$ cat src/rtl/dpram_pkg.sv
// Shared types, read-during-write mode constants and the byte-lane merge helper
// for the single-clock byte-enable dual-port RAM.
package dpram_pkg;

    typedef enum logic [0:0] {
        INIT  = 1'b0,
        READY = 1'b1
    } state_e;

    localparam int unsigned RDW_OLD = 0;
    localparam int unsigned RDW_NEW = 1;

    // Callers zero-extend into these widths and truncate the result back.
    localparam int unsigned MAX_DW = 256;
    localparam int unsigned MAX_NB = 256;
    localparam int unsigned IDX_W  = $clog2(MAX_DW);

    function automatic logic [MAX_DW-1:0] byte_merge(
        input logic [MAX_DW-1:0] old_word,
        input logic [MAX_DW-1:0] new_word,
        input logic [MAX_NB-1:0] be,
        input int unsigned       byte_width
    );
        logic [MAX_DW-1:0] result;
        result = old_word;
        for (int unsigned i = 0; i < MAX_DW; i++) begin
            if (be[IDX_W'(i / byte_width)]) begin
                result[IDX_W'(i)] = new_word[IDX_W'(i)];
            end
        end
        return result;
    endfunction

endpackage

$ cat src/rtl/dpram_init_seq.sv
// Init sweep sequencer: walks every address once after reset, then holds READY.
module dpram_init_seq
    import dpram_pkg::*;
#(
    parameter int unsigned ADDR_WIDTH = 5
) (
    input  logic                  i_clk,
    input  logic                  i_rst_n,
    output logic                  o_init_done,
    output logic [ADDR_WIDTH-1:0] o_init_addr,
    output logic                  o_init_we
);

    state_e                r_state;
    state_e                w_state_next;
    logic [ADDR_WIDTH-1:0] r_cnt;
    logic [ADDR_WIDTH-1:0] w_cnt_next;

    always_ff @(posedge i_clk or negedge i_rst_n) begin
        if (!i_rst_n) begin
            r_state <= INIT;
            r_cnt   <= '0;
        end else begin
            r_state <= w_state_next;
            r_cnt   <= w_cnt_next;
        end
    end

    always_comb begin
        w_state_next = r_state;
        w_cnt_next   = r_cnt;
        o_init_done  = 1'b0;
        o_init_we    = 1'b0;
        case (r_state)
            INIT: begin
                o_init_we  = 1'b1;
                w_cnt_next = r_cnt + 1'b1;
                if (&r_cnt) begin
                    w_state_next = READY;
                end
            end
            READY: o_init_done = 1'b1;
        endcase
    end

    assign o_init_addr = r_cnt;

endmodule

$ cat src/rtl/dpram_sync_be.sv
// Single-clock true dual-port RAM with byte-lane writes, read-valid strobes,
// fixed A-wins collision policy and a selectable read-during-write result.
module dpram_sync_be
    import dpram_pkg::*;
#(
    parameter int unsigned              ADDR_WIDTH = 5,
    parameter int unsigned              DATA_WIDTH = 8,
    parameter int unsigned              BYTE_WIDTH = 8,
    parameter logic [DATA_WIDTH-1:0]    INIT_VALUE = '1,
    parameter int unsigned              RDW_MODE   = RDW_OLD
) (
    input  logic                               clk,
    input  logic                               rst_n,
    output logic                               init_done,
    output logic                               collision,
    input  logic [DATA_WIDTH-1:0]              datain_A,
    input  logic [DATA_WIDTH-1:0]              datain_B,
    input  logic [ADDR_WIDTH-1:0]              addr_A,
    input  logic [ADDR_WIDTH-1:0]              addr_B,
    input  logic                               wr_enA,
    input  logic                               wr_enB,
    input  logic                               enA,
    input  logic                               enB,
    input  logic [DATA_WIDTH/BYTE_WIDTH-1:0]   be_A,
    input  logic [DATA_WIDTH/BYTE_WIDTH-1:0]   be_B,
    output logic [DATA_WIDTH-1:0]              dataout_A,
    output logic [DATA_WIDTH-1:0]              dataout_B,
    output logic                               valid_A,
    output logic                               valid_B
);

    localparam int unsigned DEPTH = 2 ** ADDR_WIDTH;

    function automatic logic [DATA_WIDTH-1:0] merge(
        input logic [DATA_WIDTH-1:0]            old_word,
        input logic [DATA_WIDTH-1:0]            new_word,
        input logic [DATA_WIDTH/BYTE_WIDTH-1:0] be
    );
        return DATA_WIDTH'(byte_merge(MAX_DW'(old_word), MAX_DW'(new_word), MAX_NB'(be),
                                      BYTE_WIDTH));
    endfunction

    logic [DATA_WIDTH-1:0] r_mem [DEPTH];

    logic                  w_init_done;
    logic                  w_init_we;
    logic [ADDR_WIDTH-1:0] w_init_addr;
    logic                  w_a_rd, w_a_wr, w_b_rd, w_b_wr, w_same;
    logic [DATA_WIDTH-1:0] w_a_base, w_a_word, w_b_word, w_rd_a, w_rd_b;

    dpram_init_seq #(
        .ADDR_WIDTH (ADDR_WIDTH)
    ) u_init_seq (
        .i_clk       (clk),
        .i_rst_n     (rst_n),
        .o_init_done (w_init_done),
        .o_init_addr (w_init_addr),
        .o_init_we   (w_init_we)
    );

    assign w_a_rd = w_init_done & ~enA & ~wr_enA;
    assign w_a_wr = w_init_done & ~enA &  wr_enA;
    assign w_b_rd = w_init_done & ~enB & ~wr_enB;
    assign w_b_wr = w_init_done & ~enB &  wr_enB;
    assign w_same = (addr_A == addr_B);

    // A merges on top of B's result so A's lanes win a same-address double write.
    assign w_b_word = merge(r_mem[addr_B], datain_B, be_B);
    assign w_a_base = (w_b_wr && w_same) ? w_b_word : r_mem[addr_A];
    assign w_a_word = merge(w_a_base, datain_A, be_A);

    assign w_rd_a = (RDW_MODE == RDW_NEW && w_b_wr && w_same) ? w_b_word : r_mem[addr_A];
    assign w_rd_b = (RDW_MODE == RDW_NEW && w_a_wr && w_same) ? w_a_word : r_mem[addr_B];

    always_ff @(posedge clk) begin
        if (w_init_we) begin
            r_mem[w_init_addr] <= INIT_VALUE;
        end else begin
            if (w_b_wr) begin
                r_mem[addr_B] <= w_b_word;
            end
            if (w_a_wr) begin
                r_mem[addr_A] <= w_a_word;
            end
        end
    end

    always_ff @(posedge clk or negedge rst_n) begin
        if (!rst_n) begin
            dataout_A <= '0;
            dataout_B <= '0;
            valid_A   <= 1'b0;
            valid_B   <= 1'b0;
            collision <= 1'b0;
        end else begin
            valid_A   <= w_a_rd;
            valid_B   <= w_b_rd;
            collision <= w_init_done & ~enA & ~enB & w_same & (wr_enA | wr_enB);
            if (w_a_rd) begin
                dataout_A <= w_rd_a;
            end
            if (w_b_rd) begin
                dataout_B <= w_rd_b;
            end
        end
    end

    assign init_done = w_init_done;

endmodule
$ cat config.mk
export PLATFORM = sky130hd
export DESIGN_NAME = dpram_sync_be
export DESIGN_NICKNAME = d
export VERILOG_FILES = /design/src/rtl/dpram_pkg.sv /design/src/rtl/dpram_init_seq.sv /design/src/rtl/dpram_sync_be.sv
export SDC_FILE = /design/constraint.sdc
export NUM_CORES = 1
export LEC_CHECK = 0
export ABC_AREA = 1
export ABC_CLOCK_PERIOD_IN_PS = 2880
export CAP_MARGIN = 20
export CORE_MARGIN = 2
export CORE_UTILIZATION = 50
export CTS_BUF_LIST = sky130_fd_sc_hd__clkbuf_4
export CTS_CLUSTER_SIZE = 10
export DETAILED_ROUTE_END_ITERATION = 8
export PLACE_DENSITY = 0.73
export SLEW_MARGIN = 20
export SYNTH_ARGS = -nofsm -noshare
export SYNTH_HDL_FRONTEND = slang
export SYNTH_SLANG_ARGS = --single-unit
$ cat constraint.sdc
create_clock -name clk -period 2.88 [get_ports clk]
set_input_delay 0.288 -clock clk [delete_from_list [all_inputs] [get_ports clk]]
set_output_delay 0.288 -clock clk [all_outputs]
set_load 0.02 [all_outputs]
[Word level (Yosys, flattened, before mapping)]
Memory sizes are Yosys's and may differ from the RTL's.
Index checks and enable logic that the tools add are counted.
Storage, ports and cells
  bits in registers: 25
  input port bits: 34
  RAM bits: 256
  logic and storage cells: 57
  memories: 1
  output and inout bits: 20
Memory list
  r_mem: depth 32, bits a word 8, rd ports 2, clocked after Yosys merged registers in 0, write ports 2, RTL line dpram_sync_be.sv:43  | logic [DATA_WIDTH-1:0] r_mem [DEPTH];
Cells by class
  bitwise operators: 14
  add/subtract/negate cells: 1
  equality and inequality tests: 1
  reduce and logical (&&, ||, !) cells: 3
  muxes and demuxes: 30
Operator list (count)
  $mux 1: 27
  $mux 8: 2
  $and 1x1->1: 9
  $reduce_or 8->1: 1
  $add 5x1->5 const B: 1
  $eq 5x5->1: 1
  $mux 5: 1
  $reduce_and 5->1: 1
  $not 1->1: 4
  $logic_and 1x1->1: 1
  $or 1x1->1: 1

[Depth between registers and ports, before layout]
Gate-level depths: netlist of the first run.
  depth after elaboration: 8
  mapped depth: 18

[Modules after synthesis]
Synthesis of the first run repeated with hierarchy kept, for this count alone.
Unflattened totals
  cell total of the unflattened synthesis: 2569
  area total of the unflattened synthesis: 18144.9 µm²
Modules (own cells, without submodules)
  dpram_sync_be: seq. area each 8162.8 µm², area each 17857.1 µm², times used 1, cells each 2535
  dpram_init_seq: seq. area each 150.1 µm², area each 287.8 µm², times used 1, cells each 34

[Least setup slack after synthesis of the first run]
Ideal clock, no wire load.
  path type: register to register
  from: reg u_init_seq.r_state
  to: mem r_mem[11][0], enable pin
  arrival: 2280 ps
  buffers on the path: 0
  library setup time: 384 ps
  setup slack: 216 ps
  clock period less this slack: 2664 ps
  cell stages (with the launch flop): 10
  path through: dfrtp_1 inv_2 or2_4 nor2_4 inv_2 o21ai_1 inv_1 nor3_1 inv_1 o21ai_0
RTL lines
  from (decl): RTL line dpram_init_seq.sv:14  | state_e r_state;
  from (signal assigned): RTL line dpram_init_seq.sv:24  | r_state <= w_state_next;
  to (decl): RTL line dpram_sync_be.sv:43

==> results.md, run 1 <==
- First drt pass iteration count: 6
- Routed len/inst: 22.1 µm
- Synth area leaders: edfxtp_1 (43%), nand2_1 (30%), nand3_1 (9.1%), dfrtp_1 (3.5%), buf_2 (2.4%)
- Max Cap Viol: 0
- Critical Path AT: 3220 ps
- Status: complete, no violations
- RSZ-0062 raised after global routing: no
- Cell accounting for the most synthesized area: edfxtp_1
- Number of synthesized register bits: 281
- Critical Path RT: 3360 ps
- Final setup violation count: 0
- Startpoint Class: flip-flop
- Antenna viol nets, final: 0
- Num rows: 69
- Synth warn: 0
- Nets@finish: 2747
- CTS Buf Count: 75
- Hold_sp: enA
- Tightest Pin Transition: 562 ps
- Setup Total Neg Slack: 0 ps
- Clock share of power: 0.366
- I/O pins: 54
- Fmax: 0.365 GHz
- H-tree depth: 3
- Dpl hpwl: 49000 µm
- Hold_buf cts: 1
- IO buf count: 53
- TritonCTS clock tree: done
- Synth top area share: 0.426
- Initial antenna violation count: 1
- CTS Buffer Depth: 3
- Die area: 0.0376 mm²
- DR DRC count: 0
- CORE AREA: 0.0356 mm²
- Psw: 3100 µW
- Starting Density: 0.507
- Vias: 19000
- Postcts setup bufs: 0
- Post-Syn Instances: 2555
- Worst skew pair latency: 810 ps
- GPL Wtd Cong: 1.06
- FILL cells: 3293
- PostCTS Resize Cnt: 0
- Post-synth ARST share: 0.0890
- Critical setup path kind: flip-flop to flip-flop
- Cell area after synthesis: 0.0180 mm²
- Clock transition at path regs: 80 ps
- Area growth syn-to-layout: 16.1%
- Clk_skew: 66.4 ps
- CTS root buf: clkbuf_4
- Hold Vio Cnt, Final: 0
- PwrDens: 489 mW/mm²
- Sw Ratio: 0.302
- Fin crit share: 0.952
- Sinks on Clock Net: 281
- Final Max Tran Viols: 0
- CP startpoint: u_init_seq.r_state$_DFF_PN0_
- Predominant post-synthesis flop cell: edfxtp_1
- Relative slew slack: 0.624
- Die Span Y: 194 µm
- Avg Vias per Cell: 5.89
- Routed Wire Length: 71400 µm
- Die X: 194 µm
- Drt initial violations: 3110
- Min Tclk post-route: 2740 ps
- Largest net degree at the start of global routing: 70
- Leak: 0.00949 µW
- Combinational power share: 0.191
- FF-to-FF Start: u_init_seq.r_state$_DFF_PN0_
- Synth top cells by count: nand2_1 (1452), nand3_1 (329), edfxtp_1 (256)
- Peak supply drop: 0.311 mV
- Syn nets: 2591
- First-pass GRT wire length: 106000 µm
- CP Max Fanout: 9
- Worst slack, placed: 81.0 ps
- Mean Syn Cell Area: 7.06 µm²
- Count leader, synth: nand2_1
- EDFF count, synth: 256
- Sequential fraction of the synthesis area: 0.461
- Seq pwr share: 0.443
- GRT Total Usage: 0.376
- Hold WC Path Type: input port to flip-flop
- GR Overflow Total: 0
- Layout cell share with drive strength beyond 1: 0.134
- Synth cell types: 33
- Internal power: 7150 µW
- Post-route setup slack: 140 ps
- CP Capture Type: flip-flop
- Number of global-route vias before repair: 17700
per-stage QoR:
step                      utilization  cell area (µm²)  total power [µW]  std cells  hold WS [ps]
final                           0.589            21000             10200       3228           146
after global routing            0.589            21000             10600       3228           123
after CTS                       0.589            20900             10200       3226           108
after detailed placement        0.561            20000              6520       3094           471
after global placement          0.561            20000              6480       3094           468
after floorplan                     -            18000              5700       2555         -7.59
final timing paths:
path,to,cells past startpoint,slack (ps)
worst min register to register,dataout_B[4]$_DFFE_PN0P_,2,490
worst max-delay path,r_mem[8][3]$_DFFE_PP_,10,140
min in group asynchronous,valid_A$_DFF_PN0_,3,410
max in group asynchronous,dataout_A[0]$_DFFE_PN0P_,3,2220
worst max register to register,r_mem[8][3]$_DFFE_PP_,10,140
worst min-delay path,collision$_DFF_PN0_,2,150
flip-flops by register name, indices dropped and copies added (netlist names):
name / count
valid_A: 1
collision: 1
u_init_seq.r_state: 1
dataout_B: 8
r_mem: 256
u_init_seq.o_init_addr: 5
valid_B: 1
dataout_A: 8
worst max-delay path, stage by stage, from the launching register on:
cell     delay, ps
dfrtp_1        520
inv_2           70
buf_4          170
nor2_1          80
inv_1           70
nor2_2         220
nand2_2        400
nor2_2         440
inv_2          170
o21ai_1        110
buf_4          190
power groups by stage:
stage               sequential, µW  clock (µW)  combinational [µW]
floorplan                     4670           0                1040
global placement              4620           0                1860
detailed placement            4620           0                1890
CTS                           4540        3750                1900
global route                  4540        3960                2070
finish                        4540        3750                1960
routing by layer:
metal,vias up,GRT usage,share of wire
li1,8582,-,-
met1,8645,0.525,0.39
met2,1539,0.555,0.43
met3,258,0.0816,0.14
met4,0,0.186,0.050
met5,-,0,0
cells in the final DEF, fill, tap and decap left out, drive strengths merged:
master         synthesis  layout
a21oi                  9       9
o21a                   8       8
diode                  0       2
clkdlybuf4s50          0      49
xnor2                  2       2
nand3                329     329
nor2                  82      82
clkbuf                13     116
or2                    2       2
inv                  109     111
ha                     2       2
nor3                   9       9
buf                  130     172
dlygate4sd3            0       1
nand2               1463    1463
edfxtp               256     256
clkinv                11      22
a2111oi                1       1
xor2                   4       4
bufinv                 0       2
nand4                 42      42
dfrtp                 25      25
o21ai                 58      58
final cells by class:
cell class	instances	area (µm²)	area share
sequential	281	8310	0.397
timing repair buffer	222	2240	0.107
inverter	120	454	0.0217
tap	461	577	0.0275
clock buffer	116	871	0.0416
multi-input combinational	2011	8390	0.400
antenna	2	5.00	0.000239
clock inverter	15	110	0.00526
cell families after synthesis:
family	after synthesis	synth area share
adder cells (fa/ha/maj)	2	0.00139
XOR/XNOR	6	0.00291
AO/OA/AOI/OAI	76	0.0224
buffers and inverters	263	0.0749
AND/OR/NAND/NOR	1927	0.438
flip-flops	281	0.461
Note: power is estimated with default switching activity, not from simulation.
==> inputs of run 2 (changes only) <==
--- a/config.mk
+++ b/config.mk
@@ -13,7 +13,9 @@
 export CTS_BUF_LIST = sky130_fd_sc_hd__clkbuf_4
 export CTS_CLUSTER_SIZE = 10
 export DETAILED_ROUTE_END_ITERATION = 8
+export GPL_TIMING_DRIVEN = 0
 export PLACE_DENSITY = 0.73
+export SKIP_CTS_REPAIR_TIMING = 1
 export SLEW_MARGIN = 20
 export SYNTH_ARGS = -nofsm -noshare
 export SYNTH_HDL_FRONTEND = slang
==> results.md, run 2 (same netlist as run 1, synthesis figures left out) <==
- Max FFs per register: 256 (unchanged)
- Die X: 194 µm (unchanged)
- Relative slew slack: 0.366 (-0.258)
- Crit path to: r_mem[9][5]$_DFFE_PP_
- Leak: 0.00917 µW (-3.4%)
- Min Tclk post-route: 2930 ps (+188 ps)
- Top Registers: r_mem (256), dataout_A (8), dataout_B (8)
- Worst skew pair latency: 840 ps (+30 ps)
- Initial antenna violation count: 2 (+1)
- Critical Path RT: 3520 ps (+160 ps)
- Placed inst area: 0.0191 mm² (-4.5%)
- Status: complete, but fails checks
- Max Cap Viol: 0 (unchanged)
- FF-to-FF Start: u_init_seq.r_state$_DFF_PN0_
- Critical setup path kind: input port to flip-flop
- Fmax: 0.341 GHz (-6.4%)
- Commonest non-fill, non-tap cell in the layout: nand2_1
- Fin crit share: 1.02 (+0.0653)
- H-tree depth: 3 (unchanged)
- Critical path cell sequence: clkdlybuf4s50_1 -> buf_4 -> buf_2 -> nand2_1 -> nand3_1 -> nand3_1 -> nand2_1 -> nand2_1 -> nand3_1 -> nand3_1 -> nand3_2 -> buf_2 -> nand2_1 -> nand2_1
- Hold WC Path Type: input port to async pin
- Routed len/inst: 26.9 µm (+22%)
- Cell family with most CP delay: buffers and inverters
- Drt initial violations: 3054 (-1.8%)
- CP max stage delay: 620 ps (+100 ps)
- Final Max Tran Viols: 0 (unchanged)
- Avg Vias per Cell: 6.14 (+4.2%)
- Top reg by flops: r_mem
- Area growth syn-to-layout: 14.8%
- CTS root buf: clkbuf_4
- Tightest Pin Transition: 951 ps (+389 ps)
- Setup Total Neg Slack: -128 ps (-128 ps)
- R2R cell count: 8 (-2)
- Clk_skew: 67.2 ps (+0.788 ps)
- Dpl hpwl: 62500 µm (+27%)
- Routed Wire Length: 86300 µm (+21%)
- CTS Buffer Depth: 3 (unchanged)
- CORE AREA: 0.0356 mm² (unchanged)
- PwrDens: 501 mW/mm² (+2.5%)
- CP Max Fanout: 10 (+1)
- Final Instance Area: 0.0207 mm² (-1.1%)
- Startpoint Class: input port
- Peak supply drop: 0.496 mV (+60%)
- GR Overflow Total: 0 (unchanged)
- GPL Wtd Cong: 1.07 (+1.1%)
- CTS Buf Count: 76 (+1.3%)
- First-pass GRT wire length: 121000 µm (+14%)
- IO buf count: 44 (-17%)
- Num rows: 69 (unchanged)
- Die area: 0.0376 mm² (unchanged)
- Layout cell share with drive strength beyond 1: 0.145 (+0.0112)
- CP Capture Type: flip-flop
- FILL cells: 3273 (-0.61%)
- I/O pins: 54 (unchanged)
- Clock transition at path regs: 70 ps (about the same)
- R2R setup slack: 10 ps (-130 ps)
- Post-route setup slack: -48.7 ps (-188 ps)
- Non-Filler Instances: 3207 (-0.65%)
- Nets@finish: 2724 (-0.84%)
- Final setup violation count: 10 (+10)
- Vias: 19700 (+3.6%)
- Sinks on Clock Net: 281 (unchanged)
- Cell mode on critical path: nand2_1
- Worst path depth: 14 (+4)
- TritonCTS clock tree: done
- DR DRC count: 0 (unchanged)
- CP max-delay cell: clkdlybuf4s50_1
- Number of global-route vias before repair: 17800 (+0.16%)
- GRT Total Usage: 0.453 (+0.0772)
- Starting Density: 0.507 (unchanged)
- Worst Path Buf+Inv: 4 (-1)
- First drt pass iteration count: 7 (+1)
- Reg-to-reg endpoint: r_mem[24][7]$_DFFE_PP_
- Failing checks: negative setup slack
- Fin util: 0.582 (-0.00658)
- CP startpoint: addr_B[0]
- Hold Vio Cnt, Final: 0 (unchanged)
- Critical Path AT: 3570 ps (+350 ps)
- Dpl cells: 3061 (-1.1%)
- Die Span Y: 194 µm (unchanged)
- Most frequent cells in the layout: nand2_1 (1450), nand3_1 (320), edfxtp_1 (256)
- Antenna viol nets, final: 0 (unchanged)
- Largest net degree at the start of global routing: 26 (-63%)
[run 2: cell count changes in the layout (fill, tap and decap cells not counted), moves of 8 or more]
cell        change
buf_12         -31
clkinvlp_4      +8
o21ai_4        +27
o21ai_0        -16
o21ai_1        -14
nand3_1         -9
buf_4         -123
buf_6          +31
clkbuf_1       +10
nor2_1         -13
buf_2          +81
[run 2: layer usage]
metal,vias up,GRT usage,share of wire
met3,357,0.170,0.17
met1,9072,0.612,0.37
met2,1701,0.623,0.40
met4,0,0.258,0.065
met5,-,0,0
li1,8573,-,-
[run 2: final cells by class]
class | instances | area [µm²] | area share
Antenna cell | 1 | 2.50 | 0.000121
Buffer | 143 | 923 | 0.0446
Clock buffer | 110 | 826 | 0.0399
Clock inverter | 25 | 170 | 0.00821
Inverter | 120 | 475 | 0.0229
Multi-Input combinational cell | 2011 | 8850 | 0.427
Sequential cell | 281 | 8310 | 0.401
Tap cell | 461 | 577 | 0.0278
Timing Repair Buffer | 55 | 581 | 0.0280
[run 2: metrics by stage]
step                setup slack (ps)  hold WS [ps]  total power [µW]
global placement               -1060           473              6510
global route                   -67.5          39.1             10700
detailed placement             -1130           476              6540
finish                         -48.7          15.5             10400
CTS                             -735         -20.4             10200
floorplan                        216         -7.59              5700
[run 2: worst min path at each step]
stage,from,end,slack [ps],depth (start not counted)
floorplan,rst_n,collision$_DFF_PN0_,-8,0
global placement,dataout_A[7]$_DFFE_PN0P_,dataout_A[7]$_DFFE_PN0P_,470,1
detailed placement,dataout_B[0]$_DFFE_PN0P_,dataout_B[0]$_DFFE_PN0P_,480,2
CTS,addr_B[3],dataout_B[3]$_DFFE_PN0P_,-20,5
global route,addr_B[4],dataout_B[0]$_DFFE_PN0P_,40,4
finish,rst_n,dataout_B[0]$_DFFE_PN0P_,20,2
[run 2: where the power goes]
group | switching [µW] | internal (µW) | total (µW)
Clock | 1820 | 1950 | 3760
Sequential | 27.0 | 4510 | 4530
Combinational | 1520 | 571 | 2090
[run 2: worst reg2reg max path, stage by stage (launching register included)]
cell and delay (ps):
dfrtp_2 420, inv_2 110, nor2_1 100, inv_1 60, nor2_2 210, nand2_2 470
nor2_2 550, inv_2 210, nand2_1 400
